===== config.mk =====
export PLATFORM = sky130hd
export DESIGN_NAME = sevenseg_scan_ctrl
export DESIGN_NICKNAME = d
export VERILOG_FILES = /design/src/rtl/sevenseg_scan_ctrl.sv
export SDC_FILE = /design/constraint.sdc
export NUM_CORES = 1
export LEC_CHECK = 0
export CORE_UTILIZATION = 49
export CTS_CLUSTER_SIZE = 40
export DETAILED_ROUTE_END_ITERATION = 10
export GPL_TIMING_DRIVEN = 0
export HOLD_SLACK_MARGIN = 0.03
export PLACE_DENSITY = 0.77
export SLEW_MARGIN = 40
export SYNTH_ARGS = -nofsm -noshare
export SYNTH_HDL_FRONTEND = slang
export SYNTH_SLANG_ARGS = --single-unit

===== constraint.sdc =====
create_clock -name clk_5MHz -period 2.6 [get_ports clk_5MHz]
set_clock_uncertainty 0.1 [all_clocks]
set_input_delay 0.26 -clock clk_5MHz [delete_from_list [all_inputs] [get_ports clk_5MHz]]
set_output_delay 0.26 -clock clk_5MHz [all_outputs]
set_load 0.02 [all_outputs]

===== src/rtl/sevenseg_scan_ctrl.sv =====
// Scan scheduler for a multiplexed common-anode seven-segment display.
// Snapshots a frame of BCD digits, then walks the slots with a blank gap and an ON dwell per slot.
module sevenseg_scan_ctrl #(
    parameter int unsigned N_DIGITS     = 8,
    parameter int unsigned ON_CYCLES    = 2500,
    parameter int unsigned BLANK_CYCLES = 50
) (
    input  logic                  clk_5MHz,
    input  logic                  reset,
    input  logic [4*N_DIGITS-1:0] digits_in,
    input  logic [N_DIGITS-1:0]   digit_en,
    input  logic [N_DIGITS-1:0]   dp_in,
    input  logic                  lz_blank,
    output logic [3:0]            bcd_out,
    output logic                  dp_out,
    output logic                  blank_out,
    output logic [N_DIGITS-1:0]   anodes,
    output logic [2:0]            digit_idx,
    output logic                  frame_start
);

    localparam int unsigned         CNT_W      = 16;
    localparam logic [CNT_W-1:0]    BLANK_LAST = CNT_W'(BLANK_CYCLES - 1);
    localparam logic [CNT_W-1:0]    ON_LAST    = CNT_W'(ON_CYCLES - 1);
    localparam logic [2:0]          LAST_IDX   = 3'(N_DIGITS - 1);
    localparam logic [N_DIGITS-1:0] ONE_HOT0   = N_DIGITS'(1);

    typedef enum logic [1:0] {
        S_LOAD,
        S_BLANK,
        S_ON
    } state_t;

    state_t                state;
    logic [CNT_W-1:0]      cnt;
    logic [4*N_DIGITS-1:0] snap_digits;
    logic [N_DIGITS-1:0]   snap_en;
    logic [N_DIGITS-1:0]   snap_dp;
    logic                  snap_lz;
    logic [N_DIGITS-1:0]   visible;
    logic                  upper_zero;
    logic [2:0]            next_idx;

    // A slot is suppressed when it and every more-significant digit is zero; slot 0 always shows.
    always_comb begin
        upper_zero = 1'b1;
        visible    = '0;
        for (int i = N_DIGITS - 1; i >= 0; i--) begin
            upper_zero = upper_zero & (snap_digits[4*i +: 4] == 4'h0);
            visible[i] = snap_en[i] & ~(snap_lz & (i != 0) & upper_zero);
        end
    end

    assign next_idx = digit_idx + 3'd1;

    always_ff @(posedge clk_5MHz or posedge reset) begin
        if (reset) begin
            state       <= S_LOAD;
            cnt         <= '0;
            snap_digits <= '0;
            snap_en     <= '0;
            snap_dp     <= '0;
            snap_lz     <= 1'b0;
            digit_idx   <= '0;
            bcd_out     <= '0;
            dp_out      <= 1'b0;
            blank_out   <= 1'b1;
            anodes      <= '1;
            frame_start <= 1'b0;
        end else begin
            frame_start <= 1'b0;
            case (state)
                S_LOAD: begin
                    snap_digits <= digits_in;
                    snap_en     <= digit_en;
                    snap_dp     <= dp_in;
                    snap_lz     <= lz_blank;
                    digit_idx   <= '0;
                    cnt         <= '0;
                    frame_start <= 1'b1;
                    anodes      <= '1;
                    blank_out   <= 1'b1;
                    // Slot 0 is never suppressed, so its preload only depends on enable.
                    bcd_out     <= digits_in[3:0];
                    dp_out      <= dp_in[0] & digit_en[0];
                    state       <= S_BLANK;
                end
                S_BLANK: begin
                    if (cnt == BLANK_LAST) begin
                        cnt   <= '0;
                        state <= S_ON;
                        if (visible[digit_idx]) begin
                            anodes    <= ~(ONE_HOT0 << digit_idx);
                            blank_out <= 1'b0;
                        end
                    end else begin
                        cnt <= cnt + CNT_W'(1);
                    end
                end
                S_ON: begin
                    if (cnt == ON_LAST) begin
                        cnt       <= '0;
                        anodes    <= '1;
                        blank_out <= 1'b1;
                        if (digit_idx == LAST_IDX) begin
                            dp_out <= 1'b0;
                            state  <= S_LOAD;
                        end else begin
                            digit_idx <= next_idx;
                            bcd_out   <= snap_digits[4*next_idx +: 4];
                            // dp is gated by visibility so a hidden slot never raises it.
                            dp_out    <= snap_dp[next_idx] & visible[next_idx];
                            state     <= S_BLANK;
                        end
                    end else begin
                        cnt <= cnt + CNT_W'(1);
                    end
                end
                default: state <= S_LOAD;
            endcase
        end
    end

endmodule


# Yosys cells after proc, flatten, opt, wreduce, memory -nomap -nowiden
# Index checks and enable logic that the tools add are counted.
# W data, S select, Z words.
dict set report classes {
  eq_ne 9
  add_sub_neg 2
  muxes 31
  shifts 2
  bitwise 30
  order_cmp 2
  n_reduce_logical 14
}
# operator count
set ops {}
lappend ops {{$pmux W16 S3} 1}
lappend ops {{$mux W16} 2}
lappend ops {{$shiftx A32 B6 Y4} 1}
lappend ops {{$logic_not A4 Y1} 7}
lappend ops {{$mux W8} 3}
lappend ops {{$pmux W8 S3} 1}
lappend ops {{$and A1 B1 Y1} 22}
lappend ops {{$add A16 B1 Y16 const B} 1}
lappend ops {{$eq A16 B12 Y1 const B} 1}
lappend ops {{$eq A16 B6 Y1 const B} 1}
lappend ops {{$mux W1} 10}
lappend ops {{$bmux W1 S3} 3}
lappend ops {{$lt A3 B4 Y1 const B} 2}
lappend ops {{$mux W4} 2}
lappend ops {{$ne A2 B2 Y1 const B} 4}
lappend ops {{$not A8 Y8} 1}
lappend ops {{$pmux W4 S2} 1}
lappend ops {{$shl A1 B3 Y8 const A} 1}
lappend ops {{$not A1 Y1} 7}
lappend ops {{$mux W3} 2}
lappend ops {{$pmux W2 S3} 1}
lappend ops {{$pmux W3 S2} 1}
lappend ops {{$mux W2} 2}
lappend ops {{$reduce_and A2 Y1} 2}
lappend ops {{other kinds (11)} 11}
dict set report word_totals {
  input_bits 51
  output_inout_bits 18
  reg_bits 85
}

# Longest topological paths before layout
# Gate-level depths: netlist of run 1.
dict set report depth {
  depth_word 16
  mapped_depth 10
  mapped_depth_nobuf 8
}

# Least setup slack after synthesis of run 1
# Ideal clock, no wire load.
dict set report synth_path {
  path_type {register to register}
  start {register snap_digits[28]}
  end {register anodes[0]}
  setup_slack_ps 62
  setup_time_ps 98
  arrival_time_ps 2340
  period_less_slack_ps 2538
  path_stages_with_launch 8
  path_cell_list {dfrtp_1 -> or4b_4 -> or4_4 -> buf_6 -> and3_1 -> o311ai_4 -> a31o_4 -> a22oi_1}
}
dict set report synth_via {
  elab_chain_cells 14
  word_cells_on_any_way 32
  classes_between {1 x eq/ne; 2 x mux; 27 x bitwise; 2 x reduce/logical}
}
# item line
set synth_rtl {}
lappend synth_rtl {{start: declaration} 36} ;# logic [4*N_DIGITS-1:0] snap_digits;
lappend synth_rtl {{start signal: assignment} 74} ;# snap_digits <= digits_in;
lappend synth_rtl {{$logic_not A4 Y1 (*)} 49} ;# upper_zero = upper_zero & (snap_digits[4*i +: 4] == 4'h0);
lappend synth_rtl {{$and A1 B1 Y1 (6 in a row)} 49}
lappend synth_rtl {{$and A1 B1 Y1} 50} ;# visible[i] = snap_en[i] & ~(snap_lz & (i != 0) & upper_zero);
lappend synth_rtl {{$not A1 Y1} 50}
lappend synth_rtl {{$and A1 B1 Y1} 50}
lappend synth_rtl {{$bmux W1 S3 (*)} 92} ;# if (visible[digit_idx]) begin
lappend synth_rtl {{$mux W1 (not written as such) (*)} 92}
lappend synth_rtl {{$ne A2 B2 Y1 (no line) (*)} n/a}
lappend synth_rtl {{$reduce_and A4 Y1 (no line) (*)} n/a}
lappend synth_rtl {{end signal: assignment} 93} ;# anodes <= ~(ONE_HOT0 << digit_idx);
lappend synth_rtl {{end: declaration} 17} ;# output logic [N_DIGITS-1:0] anodes,
# Mark *: on every way between the ends. The rest lies on a longest branch, timed or not. The select of a mux whose other input is x is not followed.
# A chain may end at the register's enable or synchronous reset.

# Worst setup path after layout of run 1
dict set report layout_path {
  start {register snap_digits[28]}
  end {register anodes[2]}
}
# The elaborated chain is that of the path after synthesis.

==> key figures, run 1 <==
STA
  – Worst relative slew slack: 0.489
  – Final count of negative-setup-slack endpoints: 8
  – Max Fclk: 377 MHz
  – Slew @ Worst Pin: 0.760 ns
  – Setup TNS after final layout: -0.282 ns
  – Setup ws final: -0.0511 ns
  – RSZ-0062 raised after global routing: yes
  – Period minus WS final: 2.65 ns
  – Final critical-path share of the clock period: 1.02
  – Hold Violations, Final: 0
  – Number of max-slew violations in the final report: 0

Route
  – Remaining antenna violation count: 0
  – Via density: 5.74
  – Average wire per cell in the routed design: 17.2 µm
  – Initial detailed-routing violation count: 196
  – Vias after detailed routing: 3,238
  – Routed Wire Length: 9710 µm
  – DR DRC count: 0
  – Total iterations of the first detailed-routing run: 4

Synth
  – Flip-flop and latch count after synthesis: 85
  – Share of synthesized flip-flops with an asynchronous set or reset: 1.00
  – Dominant synthesized flop cell: dfrtp_1
  – Post-Syn Area per Cell: 11.7 µm²
  – Net Count, Synth: 429
  – Count of distinct cell types in the synthesized netlist: 53
  – Synth area leaders: dfrtp_1 44%, mux2_2 13%, dfstp_2 5.5%
  – Post-Synthesis Cell Area: 4300 µm²
  – Total number of yosys warnings: 0
  – Post-synth top area share: 0.443
  – Cells after synthesis: 366
  – Number of enable-type register cells in the synthesized netlist: 0
  – Share of the yosys chip area belonging to registers: 0.498
  – Most area-hungry cell type in the Yosys netlist: dfrtp_1

Place
  – Final Wtd Congestion: 0.809
  – HPWL Detailed: 7000 µm
  – PortBufs: 68
  – Cell count after placement: 540
  – Setup Slack @ Placement: -0.378 ns

Global route
  – Number of global-route vias before repair: 3,240
  – Initial antenna violation count: 0
  – Overall track demand over capacity in global routing: 0.237
  – Remaining global-route overflow: 0
  – Pin count of the biggest net entering global routing: 51
  – Wire length of the first global-routing pass: 16,200 µm

Worst hold path
  – Worst hold path class: input port to async pin

Floorplan
  – Placement Rows: 33
  – Die span in x: 95.7 µm
  – Height of the die: 95.7 µm
  – Core area: 8340 µm²
  – Initial Util: 0.515
  – Total Die Area: 9150 µm²
  – Number of placed I/O pins: 69

Final layout
  – # nets final: 518
  – Syn-to-layout area delta: 29.9%
  – Layout filler cell count: 627
  – Share of cells above drive strength 1: 0.268
  – Post-Layout Cell Count: 564
  – Diodes inserted: 0

Clocking
  – Quantity of hold-fixing buffers added after cts: 0
  – Root cell of the clock tree: clkbuf_8
  – TritonCTS clock tree: yes
  – Maximum count of clock buffers along a single path: 2
  – Count of clock tree sinks: 85
  – Skew-Pair Late Insertion Delay: 0.36 ns
  – Number of clock buffers inserted by TritonCTS: 9
  – Clock-pin slew on the worst setup and hold paths: 0.08 ns
  – CTS HTree Levels: 3

Flow run
  – Number of maximum-capacitance violations: 0

Power
  – Leak pwr: 0.00235 µW
  – Power per cell area: 494 nW/µm²
  – Peak VDD IR: 0.357 mV
  – Total power: 2760 µW

Critical path
  – CP Capture Type: flip-flop
  – Setup Crit Path Kind: flip-flop to flip-flop
  – Largest fanout of any net on the critical path: 8
  – CP Launch Type: flip-flop
  – Data required time of the critical path: 2.77 ns
  – Data arrival time of the critical path: 2.82 ns

Run status
  – Status: complete, but fails checks
  – Failing checks: setup timing
## layout by cell type (no fill, tap or decap), types with 7 or more instances in the layout
| cell type | n |
|---|---|
| inv_1 | 19 |
| clkbuf_8 | 12 |
| mux4_2 | 8 |
| ha_1 | 11 |
| clkbuf_1 | 12 |
| dfrtp_1 | 75 |
| clkdlybuf4s50_1 | 68 |
| nor4_1 | 7 |
| o21ai_0 | 12 |
| nand2_1 | 31 |
| nand3_1 | 8 |
| mux2_2 | 50 |
| buf_4 | 10 |
| xor2_1 | 10 |
| nor2_1 | 22 |
| dfstp_2 | 9 |
## final cells by class
cell class                      count  area (µm²)  area share
Timing Repair Buffer               80         795       0.142
Inverter                           20        80.1      0.0143
Sequential cell                    85        2140       0.383
Multi-Input combinational cell    243        2110       0.377
Clock inverter                      4        95.1      0.0170
Buffer                             16        82.6      0.0148
Tap cell                          105         131      0.0235
Clock buffer                       11         151      0.0271
## sequential cells by signal, summed over array words and instances (netlist names)
name	cells
bcd_out	4
snap_dp	8
digit_idx	3
snap_lz	1
snap_digits	32
frame_start	1
cnt	16
snap_en	8
anodes	8
blank_out	1
state	2
dp_out	1
## through the flow
| step | hold WS, ns | instance area (µm²) | utilization |
|---|---|---|---|
| after global routing | 0.189 | 5580 | 0.669 |
| after CTS | 0.160 | 5460 | 0.655 |
| after global placement | 0.352 | 5110 | 0.613 |
| after detailed placement | 0.352 | 5140 | 0.617 |
| after floorplan | 0.312 | 4300 | - |
| final | 0.158 | 5580 | 0.669 |
## metal layers
layer | vias up | track usage | part of all wire
met5 | - | 0 | 0
met4 | 0 | 0.112 | 0.021
met3 | 17 | 0.0351 | 0.040
met2 | 101 | 0.386 | 0.50
met1 | 1609 | 0.312 | 0.43
li1 | 1511 | - | -
## report_power, final
| part | total (µW) | leakage, µW | internal (µW) | switching, µW |
|---|---|---|---|---|
| clock network | 1160 | 0.000125 | 684 | 471 |
| registers | 1400 | 0.00102 | 1360 | 33.9 |
| logic | 204 | 0.00121 | 131 | 73.5 |
| total | 2760 | 0.00235 | 2180 | 578 |
## cells by family after synthesis
logic type	Yosys count	synth area share
AOI/OAI and AO/OA	55	0.0984
DFF	85	0.498
buffers and inverters	38	0.0390
muxes	62	0.186
xor gates and xnor gates	12	0.0245
and+or+nand+nor	102	0.120
adders and majority gates	12	0.0349
## final timing paths
check / startpoint / endpoint / slack, ns / cells after the start
min in group clk_5MHz: anodes[5] / anodes[5] / 0.37 / 2
max: snap_digits[28] / anodes[2] / -0.05 / 6
min reg2reg: anodes[5] / anodes[5] / 0.37 / 2
min: reset / snap_digits[15] / 0.16 / 2
max in group asynchronous: reset / blank_out / 1.65 / 3
max reg2reg: snap_digits[28] / anodes[2] / -0.05 / 6
## critical path, cell delays in order (launching register included)
cell and delay [ns]:
dfrtp_1 0.39, or4b_4 0.55, or4_4 0.60, and3_4 0.19, o311ai_4 0.34, a31o_4 0.30
a22oi_2 0.09
## synthesized netlist by cell type (2+ instances only)
| library cell | count |
|---|---|
| a211oi_1 | 2 |
| a21o_1 | 3 |
| a21oi_1 | 6 |
| a22o_1 | 6 |
| a22oi_1 | 6 |
| a311oi_1 | 2 |
| a31oi_1 | 2 |
| a32oi_1 | 3 |
| and3_1 | 4 |
| and4_1 | 2 |
| buf_6 | 2 |
| clkbuf_1 | 14 |
| dfrtp_1 | 76 |
| dfstp_2 | 9 |
| ha_1 | 12 |
| inv_1 | 20 |
| mux2_2 | 50 |
| mux2i_1 | 3 |
| mux4_2 | 8 |
| nand2_1 | 32 |
| nand2b_1 | 3 |
| nand3_1 | 8 |
| nand4_1 | 5 |
| nor2_1 | 22 |
| nor3_1 | 6 |
| nor4_1 | 9 |
| o211ai_1 | 2 |
| o21ai_0 | 12 |
| o221ai_1 | 2 |
| or4_1 | 2 |
| xnor2_1 | 2 |
| xor2_1 | 10 |
## repair_timing
item                       4_1_cts  5_1_grt
setup endpoints to repair       26       28
buffers inserted                 7        4
pin swaps                       13       15
resized for setup                9       17
(Power assumes the default switching activity.)
==> run 2, diff against run 1 <==
- CORE_UTILIZATION: 49 -> 50
- CTS_BUF_LIST: not set -> sky130_fd_sc_hd__clkbuf_8
- CTS_CLUSTER_DIAMETER: not set -> 200
- PLACE_DENSITY: 0.77 -> 0.78
- SLEW_MARGIN: 40 -> 10
==> key figures, run 2 (same netlist as run 1, synthesis figures left out) <==
Global route
  – Number of global-route vias before repair: 3,358 (was 3,240)
  – Pin count of the biggest net entering global routing: 48 (was 51)
  – Wire length of the first global-routing pass: 16,800 µm (was 16,200 µm)
  – Overall track demand over capacity in global routing: 0.246 (was 0.237)
  – Initial antenna violation count: 0 (unchanged)
  – Remaining global-route overflow: 0 (unchanged)

Run status
  – Failing checks: setup timing (unchanged)
  – Status: complete, but fails checks (unchanged)

Final layout
  – Share of cells above drive strength 1: 0.273 (was 0.268)
  – Diodes inserted: 0 (unchanged)
  – Most frequent cells in the layout: 74 x dfrtp_1, 68 x clkdlybuf4s50_1, 50 x mux2_2, 32 x nand2_1 (was 75 x dfrtp_1, 68 x clkdlybuf4s50_1, 50 x mux2_2, 31 x nand2_1, 22 x nor2_1)
  – Largest registers: snap_digits x32, cnt x16 (unchanged)
  – Most common library cell in the layout ignoring fill and taps: dfrtp_1 (unchanged)
  – Number of flip-flops under the largest register name: 32 (unchanged)
  – Largest register by flop count: snap_digits (unchanged)
  – Layout filler cell count: 630 (was 627)
  – # nets final: 520 (was 518)
  – Syn-to-layout area delta: 29.2% (was 29.9%)
  – Utilization after layout: 0.673 (was 0.669)

Route
  – Remaining antenna violation count: 0 (unchanged)
  – DR DRC count: 0 (unchanged)
  – Total iterations of the first detailed-routing run: 5 (was 4)
  – Routed Wire Length: 10,200 µm (was 9710 µm)
  – Via density: 5.81 (was 5.74)
  – Vias after detailed routing: 3,295 (was 3,238)
  – Initial detailed-routing violation count: 153 (was 196)
  – Average wire per cell in the routed design: 18.0 µm (was 17.2 µm)

Critical path
  – FF-to-FF Start: snap_digits[27] (was snap_digits[28])
  – Data arrival time of the critical path: 2.78 ns (was 2.82 ns)
  – CP Launch Type: flip-flop (unchanged)
  – FF-to-FF path depth: 6 (unchanged)
  – Setup slack on the worst flop-to-flop path: -0.01 ns (was -0.05 ns)
  – Critical R2R Capture: anodes[4] (was anodes[2])
  – Setup Crit Path Kind: flip-flop to flip-flop (unchanged)
  – CP Capture Type: flip-flop (unchanged)
  – Largest fanout of any net on the critical path: 7 (was 8)
  – Data required time of the critical path: 2.77 ns (about the same)

Power
  – Total power: 2530 µW (was 2760 µW)
  – Psw: 571 µW (was 578 µW)
  – Leak pwr: 0.00235 µW (about the same)
  – Flop pwr share: 0.553 (was 0.507)
  – Cell Int Power: 1960 µW (was 2180 µW)
  – Part of the power in combinational logic: 0.084 (was 0.074)
  – Peak VDD IR: 0.293 mV (was 0.357 mV)
  – Power per cell area: 455 nW/µm² (was 494 nW/µm²)
  – Clk network pwr share: 0.363 (was 0.419)
  – Switching Share: 0.226 (was 0.210)

Clocking
  – Quantity of hold-fixing buffers added after cts: 0 (unchanged)
  – Root cell of the clock tree: clkbuf_8 (unchanged)
  – Clock-pin slew on the worst setup and hold paths: 0.08 ns (about the same)
  – TritonCTS clock tree: yes (unchanged)
  – Count of clock tree sinks: 85 (unchanged)
  – CTS HTree Levels: 3 (unchanged)
  – Number of clock buffers inserted by TritonCTS: 9 (unchanged)
  – Skew-Pair Late Insertion Delay: 0.35 ns (was 0.36 ns)
  – Maximum count of clock buffers along a single path: 2 (unchanged)

Floorplan
  – Die span in x: 94.7 µm (was 95.7 µm)
  – Placement Rows: 33 (unchanged)
  – Total Die Area: 8970 µm² (was 9150 µm²)
  – Height of the die: 94.7 µm (was 95.7 µm)
  – Core area: 8260 µm² (was 8340 µm²)
  – Number of placed I/O pins: 69 (unchanged)
  – Initial Util: 0.520 (was 0.515)

STA
  – Hold Violations, Final: 0 (unchanged)
  – Number of max-slew violations in the final report: 0 (unchanged)
  – Period minus WS final: 2.61 ns (was 2.65 ns)
  – Slew @ Worst Pin: 0.777 ns (was 0.760 ns)
  – RSZ-0062 raised after global routing: yes (unchanged)
  – Setup ws final: -0.0144 ns (was -0.0511 ns)
  – Final count of negative-setup-slack endpoints: 4 (was 8)
  – Final critical-path share of the clock period: 1.01 (was 1.02)
  – Worst relative slew slack: 0.477 (was 0.489)
  – Max Fclk: 383 MHz (was 377 MHz)

Place
  – HPWL Detailed: 7320 µm (was 7000 µm)
  – Final Wtd Congestion: 0.927 (was 0.809)
  – PortBufs: 68 (unchanged)

Worst hold path
  – Worst hold path class: input port to async pin (unchanged)

Flow run
  – Number of maximum-capacitance violations: 0 (unchanged)
[run 2: cell count changes in the layout (fill, tap and decap cells not counted), sizes merged]
| cell | delta |
|---|---|
| buf | +1 |
| bufinv | -2 |
| clkinv | +1 |
| clkinvlp | +1 |
| inv | +2 |
[run 2: worst max-delay path by stage]
stage | slack (ns) | end | cells past startpoint | from
2_1_floorplan | 0.06 | bcd_out[0] | 1 | reset
3_3_place_gp | -1.20 | snap_dp[2] | 2 | reset
3_5_place_dp | -0.43 | dp_out | 8 | digit_idx[1]
4_1_cts | -0.006 | anodes[4] | 6 | snap_digits[27]
5_1_grt | -0.09 | anodes[4] | 6 | snap_digits[27]
6_report | -0.01 | anodes[4] | 6 | snap_digits[27]
[run 2: timing repair]
| item | in CTS | in global routing |
|---|---|---|
| pin swaps | 10 | 14 |
| resized for setup | 11 | 21 |
| endpoints found under the setup margin | 26 | 27 |
| buffers inserted | 10 | 3 |
[run 2: per-layer routing]
layer | part of all wire | track usage | vias to the layer above | wire length [µm]
li1 | - | - | 1509 | -
met1 | 0.43 | 0.329 | 1668 | 4430
met2 | 0.51 | 0.402 | 103 | 5140
met3 | 0.042 | 0.0378 | 15 | 426
met4 | 0.018 | 0.101 | 0 | 185
met5 | 0 | 0 | - | 0
[run 2: worst max-delay path, stage by stage, from the launching register on]
cell      delay (ns)
dfrtp_1         0.38
or4_4           0.54
or4_4           0.59
and3_4          0.21
o311ai_4        0.34
a21oi_4         0.13
a32oi_1         0.25
[run 2: power groups by stage]
stage	Combinational, µW	Sequential [µW]	Clock (µW)
2_1_floorplan	81.6	1410	0
3_3_place_gp	184	1420	0
3_5_place_dp	196	1420	0
4_1_cts	208	1400	939
5_1_grt	230	1400	991
6_report	211	1400	917
[run 2: per-stage QoR]
step           std cells  TNS [ns]  cell area [µm²]  setup slack (ns)  hold slack, ns
4_1_cts              564  -0.00561             5430          -0.00561           0.203
3_5_place_dp         540     -5.42             5140            -0.433           0.349
6_report             567   -0.0371             5550           -0.0144           0.200
2_1_floorplan        366         0             4300            0.0614           0.312
3_3_place_gp         539    -98.16             5110             -1.20           0.354
5_1_grt              567    -0.499             5550           -0.0899           0.238
[run 2: final cells by class]
cell class | instances | area, µm² | share of cell area
Sequential cell | 85 | 2140 | 0.385
Buffer | 16 | 85.1 | 0.0153
Clock buffer | 10 | 138 | 0.0248
Inverter | 20 | 77.6 | 0.0140
Clock inverter | 6 | 55.1 | 0.00991
Timing Repair Buffer | 82 | 810 | 0.146
Tap cell | 105 | 131 | 0.0237
Multi-Input combinational cell | 243 | 2120 | 0.381
==> run 3, diff against run 2 <==
- SETUP_SLACK_MARGIN: not set -> 0.02
==> key figures, run 3 (same netlist as run 1, synthesis figures left out) <==
Run status
  – Status: complete, but fails checks (unchanged)
  – Failing checks: setup timing (unchanged)

Place
  – PortBufs: 68 (unchanged)
  – Final Wtd Congestion: 0.927 (unchanged)
  – Cell count after placement: 540 (unchanged)
  – Placed cell areas: 5140 µm² (unchanged)
  – HPWL Detailed: 7320 µm (unchanged)

Global route
  – Remaining global-route overflow: 0 (unchanged)
  – Initial antenna violation count: 0 (unchanged)
  – Number of global-route vias before repair: 3,377 (was 3,358)
  – Pin count of the biggest net entering global routing: 48 (unchanged)
  – Overall track demand over capacity in global routing: 0.248 (was 0.246)
  – Wire length of the first global-routing pass: 16,800 µm (about the same)

Critical path
  – Capturing element of the worst setup path: anodes[1] (was anodes[4])
  – CP Capture Type: flip-flop (unchanged)
  – FF-to-FF Start: snap_digits[27] (unchanged)
  – FF-to-FF path depth: 6 (unchanged)
  – CP Launch Type: flip-flop (unchanged)
  – Worst setup path startpoint: snap_digits[27] (unchanged)
  – Data required time of the critical path: 2.76 ns (was 2.77 ns)
  – Data arrival time of the critical path: 2.78 ns (about the same)
  – Critical R2R Capture: anodes[1] (was anodes[4])
  – Setup slack on the worst flop-to-flop path: -0.03 ns (was -0.01 ns)
  – Largest fanout of any net on the critical path: 8 (was 7)
  – Setup Crit Path Kind: flip-flop to flip-flop (unchanged)

Final layout
  – Fin area: 5550 µm² (about the same)
  – Largest registers: snap_digits x32, cnt x16 (unchanged)
  – Syn-to-layout area delta: 29.1% (was 29.2%)
  – Most common library cell in the layout ignoring fill and taps: dfrtp_1 (unchanged)
  – Utilization after layout: 0.672 (was 0.673)
  – Most frequent cells in the layout: 74 x dfrtp_1, 68 x clkdlybuf4s50_1, 50 x mux2_2, 30 x nand2_1, 22 x nor2_1 (was 74 x dfrtp_1, 68 x clkdlybuf4s50_1, 50 x mux2_2, 32 x nand2_1)
  – Number of flip-flops under the largest register name: 32 (unchanged)
  – # nets final: 521 (was 520)
  – Share of cells above drive strength 1: 0.268 (was 0.273)
  – Largest register by flop count: snap_digits (unchanged)
  – Diodes inserted: 0 (unchanged)
  – Post-Layout Cell Count: 568 (was 567)
  – Layout filler cell count: 623 (was 630)

STA
  – Worst relative slew slack: 0.479 (was 0.477)
  – Max Fclk: 381 MHz (was 383 MHz)
  – Final critical-path share of the clock period: 1.01 (about the same)
  – Final count of negative-setup-slack endpoints: 4 (unchanged)
  – Slew @ Worst Pin: 0.775 ns (was 0.777 ns)
  – Period minus WS final: 2.63 ns (was 2.61 ns)
  – Number of max-slew violations in the final report: 0 (unchanged)
  – RSZ-0062 raised after global routing: yes (unchanged)
  – Hold slack final: 0.201 ns (was 0.200 ns)
  – Hold Violations, Final: 0 (unchanged)
  – Setup ws final: -0.0270 ns (was -0.0144 ns)

Power
  – Clk network pwr share: 0.364 (was 0.363)
  – Psw: 572 µW (was 571 µW)
  – Flop pwr share: 0.553 (about the same)
  – Leak pwr: 0.00235 µW (about the same)
  – Peak VDD IR: 0.293 mV (about the same)
  – Switching Share: 0.226 (about the same)
  – Power per cell area: 456 nW/µm² (was 455 nW/µm²)
  – Total power: 2530 µW (about the same)
  – Part of the power in combinational logic: 0.083 (was 0.084)
  – Cell Int Power: 1960 µW (about the same)

Route
  – Routed Wire Length: 10,300 µm (was 10,200 µm)
  – DR DRC count: 0 (unchanged)
  – Average wire per cell in the routed design: 18.2 µm (was 18.0 µm)
  – Vias after detailed routing: 3,344 (was 3,295)
  – Remaining antenna violation count: 0 (unchanged)
  – Total iterations of the first detailed-routing run: 4 (was 5)
  – Initial detailed-routing violation count: 131 (was 153)
  – Via density: 5.89 (was 5.81)

Floorplan
  – Die span in x: 94.7 µm (unchanged)
  – Placement Rows: 33 (unchanged)
  – Number of placed I/O pins: 69 (unchanged)
  – Total Die Area: 8970 µm² (unchanged)
  – Height of the die: 94.7 µm (unchanged)
  – Initial Util: 0.520 (unchanged)
  – Core area: 8260 µm² (unchanged)

Clocking
  – Maximum count of clock buffers along a single path: 2 (unchanged)
  – CTS HTree Levels: 3 (unchanged)
  – Number of clock buffers inserted by TritonCTS: 9 (unchanged)
  – Root cell of the clock tree: clkbuf_8 (unchanged)
  – Quantity of hold-fixing buffers added after cts: 0 (unchanged)
  – Skew-Pair Late Insertion Delay: 0.35 ns (about the same)
  – TritonCTS clock tree: yes (unchanged)
  – Count of clock tree sinks: 85 (unchanged)
  – Clock-pin slew on the worst setup and hold paths: 0.08 ns (about the same)

Worst hold path
  – Worst hold path class: input port to async pin (unchanged)

Flow run
  – Number of maximum-capacitance violations: 0 (unchanged)
==> run 3: routing by layer <==
metal,share of wire,GRT usage
met3,0.051,0.0386
met4,0.025,0.105
met5,0,0
met2,0.50,0.405
met1,0.43,0.328
==> run 3: how the worst min path moves through the flow <==
stage,to,cells past startpoint,slack [ns]
4_1_cts,snap_dp[0],2,0.20
3_3_place_gp,anodes[6],2,0.35
3_5_place_dp,anodes[5],2,0.35
2_1_floorplan,snap_digits[0],1,0.31
5_1_grt,snap_digits[10],2,0.24
6_report,snap_digits[8],2,0.20
==> run 3: stage by stage <==
step,setup WS (ns),TNS [ns]
final,-0.0270,-0.0524
after global routing,-0.0918,-0.537
after CTS,-0.00561,-0.00561
after detailed placement,-0.433,-5.42
after global placement,-1.20,-98.16
after floorplan,0.0614,0
==> run 3: power by group through the flow <==
stage	Combinational (µW)	Clock [µW]	Sequential, µW
after detailed placement	196	0	1420
final	210	920	1400
after floorplan	81.6	0	1410
after global placement	184	0	1420
after global routing	229	991	1400
after CTS	208	939	1400
==> run 3: layout make-up <==
| cell class | count | area, µm² | area share |
|---|---|---|---|
| Multi-Input combinational cell | 243 | 2100 | 0.379 |
| Buffer | 16 | 85.1 | 0.0153 |
| Clock inverter | 6 | 55.1 | 0.00993 |
| Tap cell | 105 | 131 | 0.0237 |
| Sequential cell | 85 | 2140 | 0.386 |
| Timing Repair Buffer | 83 | 817 | 0.147 |
| Clock buffer | 10 | 138 | 0.0248 |
| Inverter | 20 | 77.6 | 0.0140 |
==> run 3: timing repair <==
action / 4_1_cts / 5_1_grt
pin swaps: 11 / 14
buffers inserted: 10 / 4
setup endpoints to repair: 26 / 27
gates resized for setup: 12 / 17
==> run 3: critical path, cell delays in order (launching register included) <==
cell and delay (ns):
dfrtp_1 0.38, or4_4 0.54, or4_4 0.59, and3_4 0.21, o311ai_4 0.34, a31o_4 0.27
a22oi_1 0.11
